### src/rtl/mips_pkg.sv
// Shared definitions for the multicycle MIPS control unit: state encoding,
// opcode/funct field values and the ALU control words.
package mips_pkg;

  typedef enum logic [3:0] {
    FETCH1, FETCH2, FETCH3, FETCH4, DECODE,
    MEMADR, LBRD, LBWR, SBWR,
    RTYPEEX, RTYPEWR, BEQEX, JEX, ADDIEX, ADDIWR
  } statetype_t;

  // instruction[31:26]
  localparam logic [5:0] OP_RTYPE = 6'b000000;
  localparam logic [5:0] OP_LB    = 6'b100000;
  localparam logic [5:0] OP_SB    = 6'b101000;
  localparam logic [5:0] OP_BEQ   = 6'b000100;
  localparam logic [5:0] OP_J     = 6'b000010;
  localparam logic [5:0] OP_ADDI  = 6'b001000;

  // instruction[5:0] for R-type
  localparam logic [5:0] FN_ADD = 6'b100000;
  localparam logic [5:0] FN_SUB = 6'b100010;
  localparam logic [5:0] FN_AND = 6'b100100;
  localparam logic [5:0] FN_OR  = 6'b100101;
  localparam logic [5:0] FN_XOR = 6'b100110;
  localparam logic [5:0] FN_SLT = 6'b101010;
  localparam logic [5:0] FN_SLL = 6'b000000;
  localparam logic [5:0] FN_SRL = 6'b000010;
  localparam logic [5:0] FN_SRA = 6'b000011;

  // {truth table[6:3], carry-in[2], result select[1:0]}
  localparam logic [6:0] ALU_ADD = 7'b0101000;
  localparam logic [6:0] ALU_SUB = 7'b1010100;
  localparam logic [6:0] ALU_SLT = 7'b1010110;
  localparam logic [6:0] ALU_AND = 7'b0001001;
  localparam logic [6:0] ALU_OR  = 7'b0111001;
  localparam logic [6:0] ALU_XOR = 7'b0110001;
  localparam logic [6:0] ALU_SLL = 7'b0000011;
  localparam logic [6:0] ALU_SRL = 7'b0100011;
  localparam logic [6:0] ALU_SRA = 7'b1000011;

endpackage

### src/rtl/mips_controller_if.sv
// Instruction-field inputs and datapath control outputs of the controller.
// master: the controller; slave: the datapath / instruction register side.
interface mips_controller_if;
  logic [5:0] op;
  logic [5:0] funct;
  logic       zero;
  logic       memwrite;
  logic       iord;
  logic       memtoreg;
  logic       regdst;
  logic       regwrite;
  logic       alusrca;
  logic [1:0] alusrcb;
  logic [1:0] pcsource;
  logic       pcen;
  logic [3:0] irwrite;
  logic [6:0] alucontrol;

  modport master (
    input  op, funct, zero,
    output memwrite, iord, memtoreg, regdst, regwrite, alusrca,
           alusrcb, pcsource, pcen, irwrite, alucontrol
  );

  modport slave (
    output op, funct, zero,
    input  memwrite, iord, memtoreg, regdst, regwrite, alusrca,
           alusrcb, pcsource, pcen, irwrite, alucontrol
  );
endinterface

### src/rtl/mips_controller_aludec.sv
// Combinational funct -> ALU control decoder. Unknown functs give ADD with
// funct_valid low so the controller can suppress the register write.
// Optional feature macro: MIPS_SHIFT_EN (decode sll/srl/sra).
module aludec
  import mips_pkg::*;
(
  input  logic [5:0] funct,
  output logic [6:0] alucontrol,
  output logic       funct_valid
);

  // Map each supported funct to its ALU word
  always_comb begin
    alucontrol  = ALU_ADD;
    funct_valid = 1'b1;
    case (funct)
      FN_ADD: alucontrol = ALU_ADD;
      FN_SUB: alucontrol = ALU_SUB;
      FN_AND: alucontrol = ALU_AND;
      FN_OR:  alucontrol = ALU_OR;
      FN_XOR: alucontrol = ALU_XOR;
      FN_SLT: alucontrol = ALU_SLT;
`ifdef MIPS_SHIFT_EN
      FN_SLL: alucontrol = ALU_SLL;
      FN_SRL: alucontrol = ALU_SRL;
      FN_SRA: alucontrol = ALU_SRA;
`endif
      default: begin
        alucontrol  = ALU_ADD;
        funct_valid = 1'b0;
      end
    endcase
  end

endmodule

### src/rtl/mips_controller.sv
// Multicycle Moore control unit for the 8-bit MIPS datapath: four byte
// fetches, decode, then per-opcode execute/writeback states.
// Optional feature macro: MIPS_SHIFT_EN (handled inside aludec).
module mips_controller
  import mips_pkg::*;
(
  input  logic              clk,
  input  logic              reset,   // asynchronous, active low
  mips_controller_if.master bus
);

  statetype_t state;
  logic [6:0] funct_alu;
  logic       funct_valid;

  logic       memwrite, iord, memtoreg, regdst, regwrite, alusrca;
  logic [1:0] alusrcb, pcsource;
  logic [3:0] irwrite;
  logic [6:0] alucontrol;
  logic       pcwrite, branch;

  aludec u_aludec (
    .funct      (bus.funct),
    .alucontrol (funct_alu),
    .funct_valid(funct_valid)
  );

  // State register with opcode-driven sequencing
  always_ff @(posedge clk or negedge reset) begin
    if (!reset) begin
      state <= FETCH1;
    end else begin
      case (state)
        FETCH1:  state <= FETCH2;
        FETCH2:  state <= FETCH3;
        FETCH3:  state <= FETCH4;
        FETCH4:  state <= DECODE;
        DECODE: begin
          case (bus.op)
            OP_LB, OP_SB: state <= MEMADR;
            OP_RTYPE:     state <= RTYPEEX;
            OP_BEQ:       state <= BEQEX;
            OP_J:         state <= JEX;
            OP_ADDI:      state <= ADDIEX;
            default:      state <= FETCH1;
          endcase
        end
        MEMADR: begin
          if (bus.op == OP_LB)      state <= LBRD;
          else if (bus.op == OP_SB) state <= SBWR;
          else                      state <= FETCH1;
        end
        LBRD:    state <= LBWR;
        RTYPEEX: state <= RTYPEWR;
        ADDIEX:  state <= ADDIWR;
        default: state <= FETCH1;   // LBWR, SBWR, RTYPEWR, BEQEX, JEX, ADDIWR
      endcase
    end
  end

  // Moore outputs per state; enables masked while reset is held low
  always_comb begin
    memwrite   = 1'b0;
    iord       = 1'b0;
    memtoreg   = 1'b0;
    regdst     = 1'b0;
    regwrite   = 1'b0;
    alusrca    = 1'b0;
    alusrcb    = 2'b00;
    pcsource   = 2'b00;
    irwrite    = 4'b0000;
    alucontrol = ALU_ADD;
    pcwrite    = 1'b0;
    branch     = 1'b0;
    case (state)
      FETCH1:  begin irwrite = 4'b0001; alusrcb = 2'b01; pcwrite = 1'b1; end
      FETCH2:  begin irwrite = 4'b0010; alusrcb = 2'b01; pcwrite = 1'b1; end
      FETCH3:  begin irwrite = 4'b0100; alusrcb = 2'b01; pcwrite = 1'b1; end
      FETCH4:  begin irwrite = 4'b1000; alusrcb = 2'b01; pcwrite = 1'b1; end
      DECODE:  alusrcb = 2'b11;
      MEMADR:  begin alusrca = 1'b1; alusrcb = 2'b10; end
      LBRD:    iord = 1'b1;
      LBWR:    begin regwrite = 1'b1; memtoreg = 1'b1; end
      SBWR:    begin iord = 1'b1; memwrite = 1'b1; end
      RTYPEEX: begin alusrca = 1'b1; alucontrol = funct_alu; end
      RTYPEWR: begin
        regdst     = 1'b1;
        regwrite   = funct_valid;   // unknown funct retires as a NOP
        alucontrol = funct_alu;
      end
      BEQEX:   begin
        alusrca    = 1'b1;
        alucontrol = ALU_SUB;
        branch     = 1'b1;
        pcsource   = 2'b01;
      end
      JEX:     begin pcwrite = 1'b1; pcsource = 2'b10; end
      ADDIEX:  begin alusrca = 1'b1; alusrcb = 2'b10; end
      ADDIWR:  regwrite = 1'b1;
      default: ;
    endcase
    // state is already FETCH1 under reset; only the enables need killing
    if (!reset) begin
      irwrite  = 4'b0000;
      pcwrite  = 1'b0;
      branch   = 1'b0;
      regwrite = 1'b0;
      memwrite = 1'b0;
    end
  end

  assign bus.memwrite   = memwrite;
  assign bus.iord       = iord;
  assign bus.memtoreg   = memtoreg;
  assign bus.regdst     = regdst;
  assign bus.regwrite   = regwrite;
  assign bus.alusrca    = alusrca;
  assign bus.alusrcb    = alusrcb;
  assign bus.pcsource   = pcsource;
  assign bus.irwrite    = irwrite;
  assign bus.alucontrol = alucontrol;
  assign bus.pcen       = pcwrite | (branch & bus.zero);

endmodule
### src/flat_wrapper.sv
// flat-port wrapper written by rule: the top's interface ports become plain ports
module mips_controller_flat import mips_pkg::*;
  (clk, reset, bus_op, bus_funct, bus_zero, bus_memwrite, bus_iord, bus_memtoreg, bus_regdst, bus_regwrite, bus_alusrca, bus_alusrcb, bus_pcsource, bus_pcen, bus_irwrite, bus_alucontrol);
  mips_controller_if bus_i ();
  input  logic clk;
  input  logic reset;
  input wire logic [$bits(bus_i.op)-1:0] bus_op;
  input wire logic [$bits(bus_i.funct)-1:0] bus_funct;
  input wire logic [$bits(bus_i.zero)-1:0] bus_zero;
  output wire logic [$bits(bus_i.memwrite)-1:0] bus_memwrite;
  output wire logic [$bits(bus_i.iord)-1:0] bus_iord;
  output wire logic [$bits(bus_i.memtoreg)-1:0] bus_memtoreg;
  output wire logic [$bits(bus_i.regdst)-1:0] bus_regdst;
  output wire logic [$bits(bus_i.regwrite)-1:0] bus_regwrite;
  output wire logic [$bits(bus_i.alusrca)-1:0] bus_alusrca;
  output wire logic [$bits(bus_i.alusrcb)-1:0] bus_alusrcb;
  output wire logic [$bits(bus_i.pcsource)-1:0] bus_pcsource;
  output wire logic [$bits(bus_i.pcen)-1:0] bus_pcen;
  output wire logic [$bits(bus_i.irwrite)-1:0] bus_irwrite;
  output wire logic [$bits(bus_i.alucontrol)-1:0] bus_alucontrol;
  assign bus_i.op = bus_op;
  assign bus_i.funct = bus_funct;
  assign bus_i.zero = bus_zero;
  assign bus_memwrite = bus_i.memwrite;
  assign bus_iord = bus_i.iord;
  assign bus_memtoreg = bus_i.memtoreg;
  assign bus_regdst = bus_i.regdst;
  assign bus_regwrite = bus_i.regwrite;
  assign bus_alusrca = bus_i.alusrca;
  assign bus_alusrcb = bus_i.alusrcb;
  assign bus_pcsource = bus_i.pcsource;
  assign bus_pcen = bus_i.pcen;
  assign bus_irwrite = bus_i.irwrite;
  assign bus_alucontrol = bus_i.alucontrol;
  mips_controller u_core (.clk(clk), .reset(reset), .bus(bus_i));
endmodule
### config.mk
export PLATFORM = sky130hd
export DESIGN_NAME = mips_controller_flat
export DESIGN_NICKNAME = d
export VERILOG_FILES = /design/src/rtl/mips_pkg.sv /design/src/rtl/mips_controller_if.sv /design/src/rtl/mips_controller_aludec.sv /design/src/rtl/mips_controller.sv /design/src/flat_wrapper.sv
export SDC_FILE = /design/constraint.sdc
export NUM_CORES = 1
export LEC_CHECK = 0
export BUFFER_PORTS_ARGS = -buffer_cell sky130_fd_sc_hd__buf_2
export CORE_UTILIZATION = 35
export DETAILED_ROUTE_END_ITERATION = 12
export PLACE_DENSITY = 0.75
export SYNTH_ARGS = -nofsm -noshare
export SYNTH_HDL_FRONTEND = slang
export SYNTH_HIERARCHICAL = 1
export SYNTH_SLANG_ARGS = --single-unit
export TNS_END_PERCENT = 10
### constraint.sdc
create_clock -name clk -period 1.7 [get_ports clk]
set_input_delay 0.255 -clock clk [delete_from_list [all_inputs] [get_ports clk]]
set_output_delay 0.255 -clock clk [all_outputs]
set_load 0.005 [all_outputs]
==> results.toml, run 1 <==
[pwr]
power.leakage_uw = 0.0004921
vdd.ir_drop.worst_v = 0.0004767
power_density_mw_per_mm2 = 975.2

[timing]
min_period_ns = 1.633
tns_setup_ns = 0
rsz0062_at_grt = "no"
setup-violations-final = 0
finalMaxSlewViolations = 0
fin_crit_sh_pct = 96.08
fin_skew_ns = 0.0004728
worst_hold_slack_ns = 0.3471
tightestPinTransition_ns = 0.3961
max_freq_ghz = 0.6122
maxSlewHeadroom_pct = 73.52
hold_viol = 0

[clock_tree]
cts.reportedPaths.clkPinSlew_ns = 0.03
clock_tree.htree_level_count = 1
clock_buffer_depth = 2
clock-sinks = 4
worstSkewPairLatency_ns = 0.23
ctsRootBufferMaster = "sky130_fd_sc_hd__clkbuf_4"
tritoncts = "built"
cts_inserted_buffers = 3

[routing]
detail_route.vias_per_cell = 5.292
postRouteWirelength_um = 2053
antenna_left = 0
num_vias = 905
wl_per_cell_um = 12.01
number_of_remaining_drc_errors = 0
detailed_route_iter0_violations = 46
firstDrtPassIters = 6

[die]
io-pin-count = 37
area_of_the_die_mm2 = 0.002144
core_region_area_mm2 = 0.001783
std_cell_rows = 15
chipHeight_um = 46.30
start_util_pct = 38.53
dieWidth_um = 46.30

[global_route]
grt-ovfl-total = 0
global_route_wire_length_before_repair_um = 2953
via_count_of_the_first_global_routing_pass = 723
grt_start_max_net_pins = 13
grtUsageTotal_pct = 18.82
grt_antenna_before_repair = 0

[logic_synthesis]
syn_area_um2 = 686.9
synth_seq_area_share_pct = 14.57
ys_types = 36
post-synth-top-area-cell = "sky130_fd_sc_hd__dfrtp_1"
synth_cells = 106
synth.net_count = 121
syn-mean-instance-area_um2 = 6.480
yosysWarningCount = 6
post_synth_main_area_contributors = "sky130_fd_sc_hd__dfrtp_1 (15%), sky130_fd_sc_hd__a21oi_1 (8.7%), sky130_fd_sc_hd__o21ai_0 (8.0%), sky130_fd_sc_hd__nor2_1 (7.1%), sky130_fd_sc_hd__nand2_1 (5.5%)"
synth_top_area_share_pct = 14.57
ys_ff_latch = 4

[finish]
layout.cells.most_common = "sky130_fd_sc_hd__buf_2"
largest_register_ff_count = 4
area_growth_syn_to_layout_pct = 41.71
insertedDiodeCount = 0
final_util_pct = 54.60
drive_gt1_share_pct = 41.10
top_register = "u_core/state"
leading_registers_by_flop_count = "u_core/state: 4 flops"
final_net_count = 163
most-common-layout-cells = "sky130_fd_sc_hd__buf_2 (36), sky130_fd_sc_hd__nor2_1 (13), sky130_fd_sc_hd__a21oi_1 (12)"

[setup_path]
worst-setup-path-type = "flip-flop to primary output"
setup.worst_path.start_class = "flip-flop"
critical_path_peak_fanout = 7
cp_slowest_stage_delay_ns = 0.47
timing.critical_path.slowest_stage_cell = "sky130_fd_sc_hd__dfrtp_2"
cpLargestDelayFamily = "flip-flops"
cp_num_buf_inv = 2
setup.worst_path.end_class = "primary output"
required_ns = 1.44
crit_arrival_ns = 1.38
timing.critical_path.cells = "inv_2 > nand2_1 > a21oi_1 > and2_1 > buf_2"

[flow_run]
drv.max_cap_violation_count = 0

[outcome]
run_status = "finished clean"

[place]
portBuffers = 36
dpl.hpwl_um = 1551
place_congestion = 0.7659

[worst_hold_path]
worst_hold_path_type = "input pin to flip-flop"
==> repair_timing <==
action	4_1_cts	5_1_grt
resized for setup	2	10
endpoints found under the setup margin	2	6
setup buffers	0	2
pin swaps	0	2
hold buffers	1	0
hold endpoints to repair	4	0
==> where the power goes <==
part	internal, uW	leakage [uW]	switching (uW)	total [uW]
logic	288	0.000429	317	606
registers	134	0.0000490	94.2	229
clock network	78.8	0.0000138	36.4	115
==> layer usage <==
| layer | global-route usage (%) | wire length (um) |
|---|---|---|
| met5 | 0 | 0 |
| met4 | 4.118 | 19 |
| met3 | 4.706 | 126 |
| met2 | 30.83 | 1048 |
| met1 | 24.48 | 859 |
==> metrics by stage <==
step / power, uW / std cells / instance area (um2) / worst slack [ns]
floorplan: 583.8 / 106 / 686.9 / 0.2879
CTS: 874.0 / 169 / 930.9 / 0.01931
detailed placement: 744.8 / 165 / 895.9 / 0.03873
finish: 949.3 / 171 / 973.4 / 0.06661
global placement: 730.0 / 165 / 895.9 / 0.06682
global route: 1036 / 171 / 973.4 / 0.007891
==> cell families (layout without fill, tap and decap cells) <==
| group | Yosys count | in the layout | share of synthesized area, % |
|---|---|---|---|
| flip-flops | 4 | 4 | 14.57 |
| XOR/XNOR | 2 | 2 | 2.551 |
| AO/OA/AOI/OAI | 34 | 34 | 29.69 |
| AND/OR/NAND/NOR | 50 | 50 | 40.99 |
| adder cells (fa/ha/maj) | 1 | 1 | 1.457 |
| buffers and inverters | 15 | 55 | 10.75 |
==> final timing paths <==
| check | start | depth (start not counted) | slack [ns] | endpoint |
|---|---|---|---|---|
| min in group asynchronous | reset | 2 | 0.39 | u_core/state[3]$_DFF_PN0_ |
| max in group asynchronous | reset | 2 | 1.14 | u_core/state[0]$_DFF_PN0_ |
| hold reg to reg | u_core/state[0]$_DFF_PN0_ | 1 | 0.60 | u_core/state[0]$_DFF_PN0_ |
| setup / recovery | u_core/state[0]$_DFF_PN0_ | 5 | 0.07 | bus_alucontrol[1] |
| hold / removal | bus_op[5] | 3 | 0.35 | u_core/state[3]$_DFF_PN0_ |
| setup reg to reg | u_core/state[3]$_DFF_PN0_ | 4 | 0.37 | u_core/state[3]$_DFF_PN0_ |
==> cells in the mapped netlist (all sizes together) <==
cell type / number
nor3: 5
o21a: 1
a2111oi: 1
maj3: 1
and3b: 1
dfrtp: 4
o32ai: 1
and3: 3
and2: 3
a21oi: 12
a31oi: 1
nand2: 10
o31ai: 1
nand3: 2
xnor2: 1
nor2: 14
clkbuf: 2
nand2b: 7
xor2: 1
inv: 7
a211o: 4
and2b: 1
buf: 6
or3: 1
nor3b: 2
o21ai: 12
a41oi: 1
nor2b: 1
==> final cells by class <==
| class | count | area [um2] |
|---|---|---|
| clock buffer | 3 | 22.52 |
| fill | 181 | 809.5 |
| tap | 25 | 31.28 |
| multi-input combinational | 87 | 540.5 |
| sequential | 4 | 102.6 |
| timing repair buffer | 45 | 250.2 |
| inverter | 7 | 26.28 |
==> tightest hold or removal path, stage by stage <==
cell and delay [ns]:
sky130_fd_sc_hd__buf_2 0.11, sky130_fd_sc_hd__or3_1 0.10, sky130_fd_sc_hd__o21ai_0 0.07
Power figures use the tool's default switching activity.
==> run 2: changes to the inputs <==
Settings changed: GPL_ROUTABILITY_DRIVEN from default to 0.
Clock period 1.7 ns to 2 ns, I/O delays scaled along.
==> run 2 against run 1 <==
  * Via count shrank 4.2%
  * Power shrank 24%
  * Clock skew grew 0.0041 ns
  * Critical path type unchanged
  * Critical path depth shrank 1
  * Combinational power shrank 30%
  * Largest power group unchanged
  * Flip-flop and latch count is the same
  * Wire length shrank 8.7%
==> results.toml, run 2 (synthesis results as in run 1) <==
[clock_tree]
cts_resized = 0
clock_tree.htree_level_count = 1
cts.reportedPaths.clkPinSlew_ns = 0.03
cts_inserted_buffers = 3
postCtsSetupBuffers = 0
ctsRootBufferMaster = "sky130_fd_sc_hd__clkbuf_4"
postCtsHoldBufs = 1
clock_buffer_depth = 2
clock-sinks = 4
worstSkewPairLatency_ns = 0.24
tritoncts = "built"

[worst_hold_path]
min-delay-start = "bus_op[5]"
worst_hold_path_type = "input pin to flip-flop"
hold-path-cell-count = 3
hold_path_end = "u_core/state[3]$_DFF_PN0_"

[finish]
final_net_count = 158
drive_gt1_share_pct = 34.04
largest_register_ff_count = 4
leading_registers_by_flop_count = "u_core/state: 4 flops"
top_register = "u_core/state"
layout.cells.most_common = "sky130_fd_sc_hd__buf_2"
most-common-layout-cells = "sky130_fd_sc_hd__buf_2 (36), sky130_fd_sc_hd__nor2_1 (13), sky130_fd_sc_hd__a21oi_1 (12)"
insertedDiodeCount = 0
area_growth_syn_to_layout_pct = 31.88
post_layout_nonfiller_instances = 166
fillers = 176

[die]
start_util_pct = 38.53
area_of_the_die_mm2 = 0.002144
chipHeight_um = 46.30
dieWidth_um = 46.30
core_region_area_mm2 = 0.001783
std_cell_rows = 15
io-pin-count = 37

[timing]
maxSlewHeadroom_pct = 65.52
layout_setup_ws_ns = 0.1460
fin_crit_sh_pct = 92.70
rsz0062_at_grt = "no"
setup-violations-final = 0
finalMaxSlewViolations = 0
tightestPinTransition_ns = 0.5172
hold_viol = 0
fin_skew_ns = 0.004536
max_freq_ghz = 0.5394
tns_setup_ns = 0
min_period_ns = 1.854

[routing]
postRouteWirelength_um = 1875
num_vias = 867
detailed_route_iter0_violations = 25
wl_per_cell_um = 11.30
antenna_left = 0
number_of_remaining_drc_errors = 0
detail_route.vias_per_cell = 5.223
firstDrtPassIters = 4

[place]
place.detailed.instances = 162
portBuffers = 36
dpl.hpwl_um = 1452
placement.setup.worst_slack_ns = 0.2433

[setup_path]
crit_arrival_ns = 1.55
reg2reg_slack_ns = 0.60
worst-setup-path-type = "flip-flop to primary output"
worst_r2r_startpoint = "u_core/state[1]$_DFF_PN0_"
rr_endpoint = "u_core/state[3]$_DFF_PN0_"
setup.worst_path.end_class = "primary output"
critical_path_peak_fanout = 17
reg2regPathDepth = 4
setup.worst_path.start_class = "flip-flop"
required_ns = 1.70

[global_route]
grt_start_max_net_pins = 18
global_route_wire_length_before_repair_um = 2739
via_count_of_the_first_global_routing_pass = 654
grt-ovfl-total = 0
grt_antenna_before_repair = 0
grtUsageTotal_pct = 17.93

[outcome]
run_status = "finished clean"

[pwr]
power.leakage_uw = 0.0004532
vdd.ir_drop.worst_v = 0.0004017
power_density_mw_per_mm2 = 796.9

[flow_run]
drv.max_cap_violation_count = 0
==> run 2: through the flow <==
step	utilization (%)	hold slack [ns]	total power, uW	instance area, um2
floorplan	-	0.004409	496.3	686.9
global placement	48.98	0.1376	603.7	873.3
detailed placement	48.98	0.1414	615.5	873.3
CTS	50.81	0.3779	724.0	905.9
global route	50.81	0.4072	794.5	905.9
finish	50.81	0.3884	721.9	905.9
==> run 2: power breakdown <==
| group | total (uW) | switching [uW] | internal (uW) |
|---|---|---|---|
| combinational | 427 | 239 | 189 |
| clock | 101 | 34.3 | 67.2 |
| sequential | 193 | 83.7 | 109 |
| total | 722 | 357 | 365 |
==> run 2: worst max-delay path, cell delays in order, from the launching register on <==
cell                      delay, ns
sky130_fd_sc_hd__dfrtp_1       0.66
sky130_fd_sc_hd__nand2_1       0.19
sky130_fd_sc_hd__a21oi_1       0.23
sky130_fd_sc_hd__and2_1        0.14
sky130_fd_sc_hd__buf_2         0.10
==> run 2: final cells by class <==
cell class | instances | area, um2 | share of cell area [%]
Sequential cell | 4 | 100.1 | 11.05
Multi-Input combinational cell | 87 | 513.0 | 56.63
Tap cell | 25 | 31.28 | 3.453
Inverter | 7 | 26.28 | 2.901
Timing Repair Buffer | 40 | 212.7 | 23.48
Clock buffer | 3 | 22.52 | 2.486
==> run 2: worst max path at each step <==
stage	startpoint	end	slack [ns]	cells past startpoint
finish	u_core/state[1]$_DFF_PN0_	bus_alucontrol[1]	0.15	4
global route	bus_funct[4]	bus_regwrite	0.03	8
CTS	u_core/state[1]$_DFF_PN0_	bus_alucontrol[1]	0.17	4
detailed placement	bus_funct[4]	bus_regwrite	0.24	8
global placement	bus_funct[4]	bus_regwrite	0.27	8
floorplan	bus_funct[4]	bus_regwrite	0.50	6
==> run 2: routing by layer <==
| metal | track usage [%] | share of wire (%) |
|---|---|---|
| met2 | 30.56 | 50 |
| met4 | 6.471 | 0.75 |
| met3 | 4.706 | 5.3 |
| met1 | 21.21 | 44 |
| met5 | 0 | 0 |
==> run 3: changes to the inputs <==
Settings changed: PLACE_DENSITY 0.75 to 0.65.
==> run 3 against run 2 <==
  * Largest power group unchanged
  * First-iteration DRC count decreased by 60%
  * Power up 1.4%
  * Flip-flop and latch count unchanged
  * Final cell count is the same
  * Global-route usage grew 2.0 points
  * Critical endpoint is now bus_alucontrol[0]
  * Hold slack improved by 0.0011 ns
  * Register-to-register slack is essentially flat
  * Critical path type unchanged
  * Sequential share of layout area is the same
  * Highest routed layer unchanged
  * Via count down 2.1%
==> results.toml, run 3 (synthesis results as in run 1) <==
[timing]
tightestPinTransition_ns = 0.5266
worst_hold_slack_ns = 0.3894
min_period_ns = 1.858
fin_crit_sh_pct = 92.88
tns_setup_ns = 0
finalMaxSlewViolations = 0
rsz0062_at_grt = "no"
hold_viol = 0
maxSlewHeadroom_pct = 64.89
max_freq_ghz = 0.5383
fin_skew_ns = 0.004465
layout_setup_ws_ns = 0.1424
setup-violations-final = 0

[global_route]
grtUsageTotal_pct = 19.89
via_count_of_the_first_global_routing_pass = 721
grt-busiest-layer = "met2"
global_route.usage.met2_pct = 33.06
grt_start_max_net_pins = 18
global_route_wire_length_before_repair_um = 3029
grt-ovfl-total = 0
grt_use_met1_pct = 24.12
grt_antenna_before_repair = 0
grt_use_met3_pct = 5.098

[routing]
postRouteWirelength_um = 1985
wl_per_cell_um = 11.96
detail_route.vias_per_cell = 5.114
num_vias = 849
firstDrtPassIters = 4
antenna_left = 0
detailed_route_iter0_violations = 10
number_of_remaining_drc_errors = 0

[finish]
most-common-layout-cells = "sky130_fd_sc_hd__buf_2 (36), sky130_fd_sc_hd__nor2_1 (13), sky130_fd_sc_hd__a21oi_1 (12)"
largest_register_ff_count = 4
drive_gt1_share_pct = 34.04
area_growth_syn_to_layout_pct = 31.88
leading_registers_by_flop_count = "u_core/state: 4 flops"
top_register = "u_core/state"
insertedDiodeCount = 0
final_net_count = 158
layout.cells.most_common = "sky130_fd_sc_hd__buf_2"

[clock_tree]
worstSkewPairLatency_ns = 0.24
ctsRootBufferMaster = "sky130_fd_sc_hd__clkbuf_4"
cts.reportedPaths.clkPinSlew_ns = 0.04
postCtsHoldBufs = 1
clock_buffer_depth = 2
postCtsSetupBuffers = 0
cts_inserted_buffers = 3
cts_resized = 0
clock-sinks = 4
tritoncts = "built"
clock_tree.htree_level_count = 1

[die]
area_of_the_die_mm2 = 0.002144
std_cell_rows = 15
chipHeight_um = 46.30
core_region_area_mm2 = 0.001783
start_util_pct = 38.53
dieWidth_um = 46.30
io-pin-count = 37

[setup_path]
setup.worst_path.start_class = "flip-flop"
setup.worst_path.end_class = "primary output"
reg2reg_slack_ns = 0.59
cp_slowest_stage_delay_ns = 0.66
required_ns = 1.70
timing.critical_path.slowest_stage_cell = "sky130_fd_sc_hd__dfrtp_1"
worst_r2r_startpoint = "u_core/state[1]$_DFF_PN0_"
timing.critical_path.cells = "nand2b_1 > a21oi_1 > and2_1 > buf_2"
critical_path_peak_fanout = 17
crit_arrival_ns = 1.56
startpoint = "u_core/state[1]$_DFF_PN0_"
reg2regPathDepth = 4
rr_endpoint = "u_core/state[3]$_DFF_PN0_"
cpLargestDelayFamily = "flip-flops"
cp_num_buf_inv = 1
worst-setup-path-type = "flip-flop to primary output"
worst-path-stages = 4
cp-endpoint = "bus_alucontrol[0]"

[place]
portBuffers = 36
placement.setup.worst_slack_ns = 0.1565
dpl.hpwl_um = 1523

[pwr]
power.leakage_uw = 0.0004532
finalPower_uw = 732.2
vdd.ir_drop.worst_v = 0.0003536
power_density_mw_per_mm2 = 808.3

[worst_hold_path]
worst_hold_path_type = "input pin to flip-flop"

[flow_run]
drv.max_cap_violation_count = 0

[outcome]
run_status = "finished clean"
==> run 3: report_power, final <==
part / internal (uW) / switching [uW]
clock network: 67.2 / 34.8
logic: 189 / 251
registers: 109 / 81.7
==> run 3: cell type report <==
class                           count  area (um2)
Multi-Input combinational cell     87       513.0
Sequential cell                     4       100.1
Fill cell                         211       877.1
Timing Repair Buffer               40       212.7
Clock buffer                        3       22.52
Inverter                            7       26.28
Tap cell                           25       31.28
==> run 3: how the worst min path moves through the flow <==
stage	from	to	slack, ns	cells past startpoint
2_1_floorplan	reset	u_core/state[0]$_DFF_PN0_	0.004	0
3_3_place_gp	reset	u_core/state[1]$_DFF_PN0_	0.14	1
3_5_place_dp	reset	u_core/state[3]$_DFF_PN0_	0.14	1
4_1_cts	bus_op[5]	u_core/state[3]$_DFF_PN0_	0.39	3
5_1_grt	bus_op[5]	u_core/state[3]$_DFF_PN0_	0.42	3
6_report	bus_op[5]	u_core/state[3]$_DFF_PN0_	0.39	3
==> run 3: per-layer routing <==
metal  vias up  wire, um
met4         0        12
met5         -         0
li1        441         -
met2        27       965
met3         2        63
met1       379       944
==> run 3: per-stage QoR <==
| stage | instances | instance area, um2 | util, % |
|---|---|---|---|
| 2_1_floorplan | 106 | 686.9 | - |
| 3_3_place_gp | 162 | 873.3 | 48.98 |
| 3_5_place_dp | 162 | 873.3 | 48.98 |
| 4_1_cts | 166 | 905.9 | 50.81 |
| 5_1_grt | 166 | 905.9 | 50.81 |
| 6_report | 166 | 905.9 | 50.81 |
==> run 3: tightest hold or removal path: stages <==
cell and delay (ns):
sky130_fd_sc_hd__buf_2 0.11, sky130_fd_sc_hd__or3_1 0.10, sky130_fd_sc_hd__o21ai_0 0.07
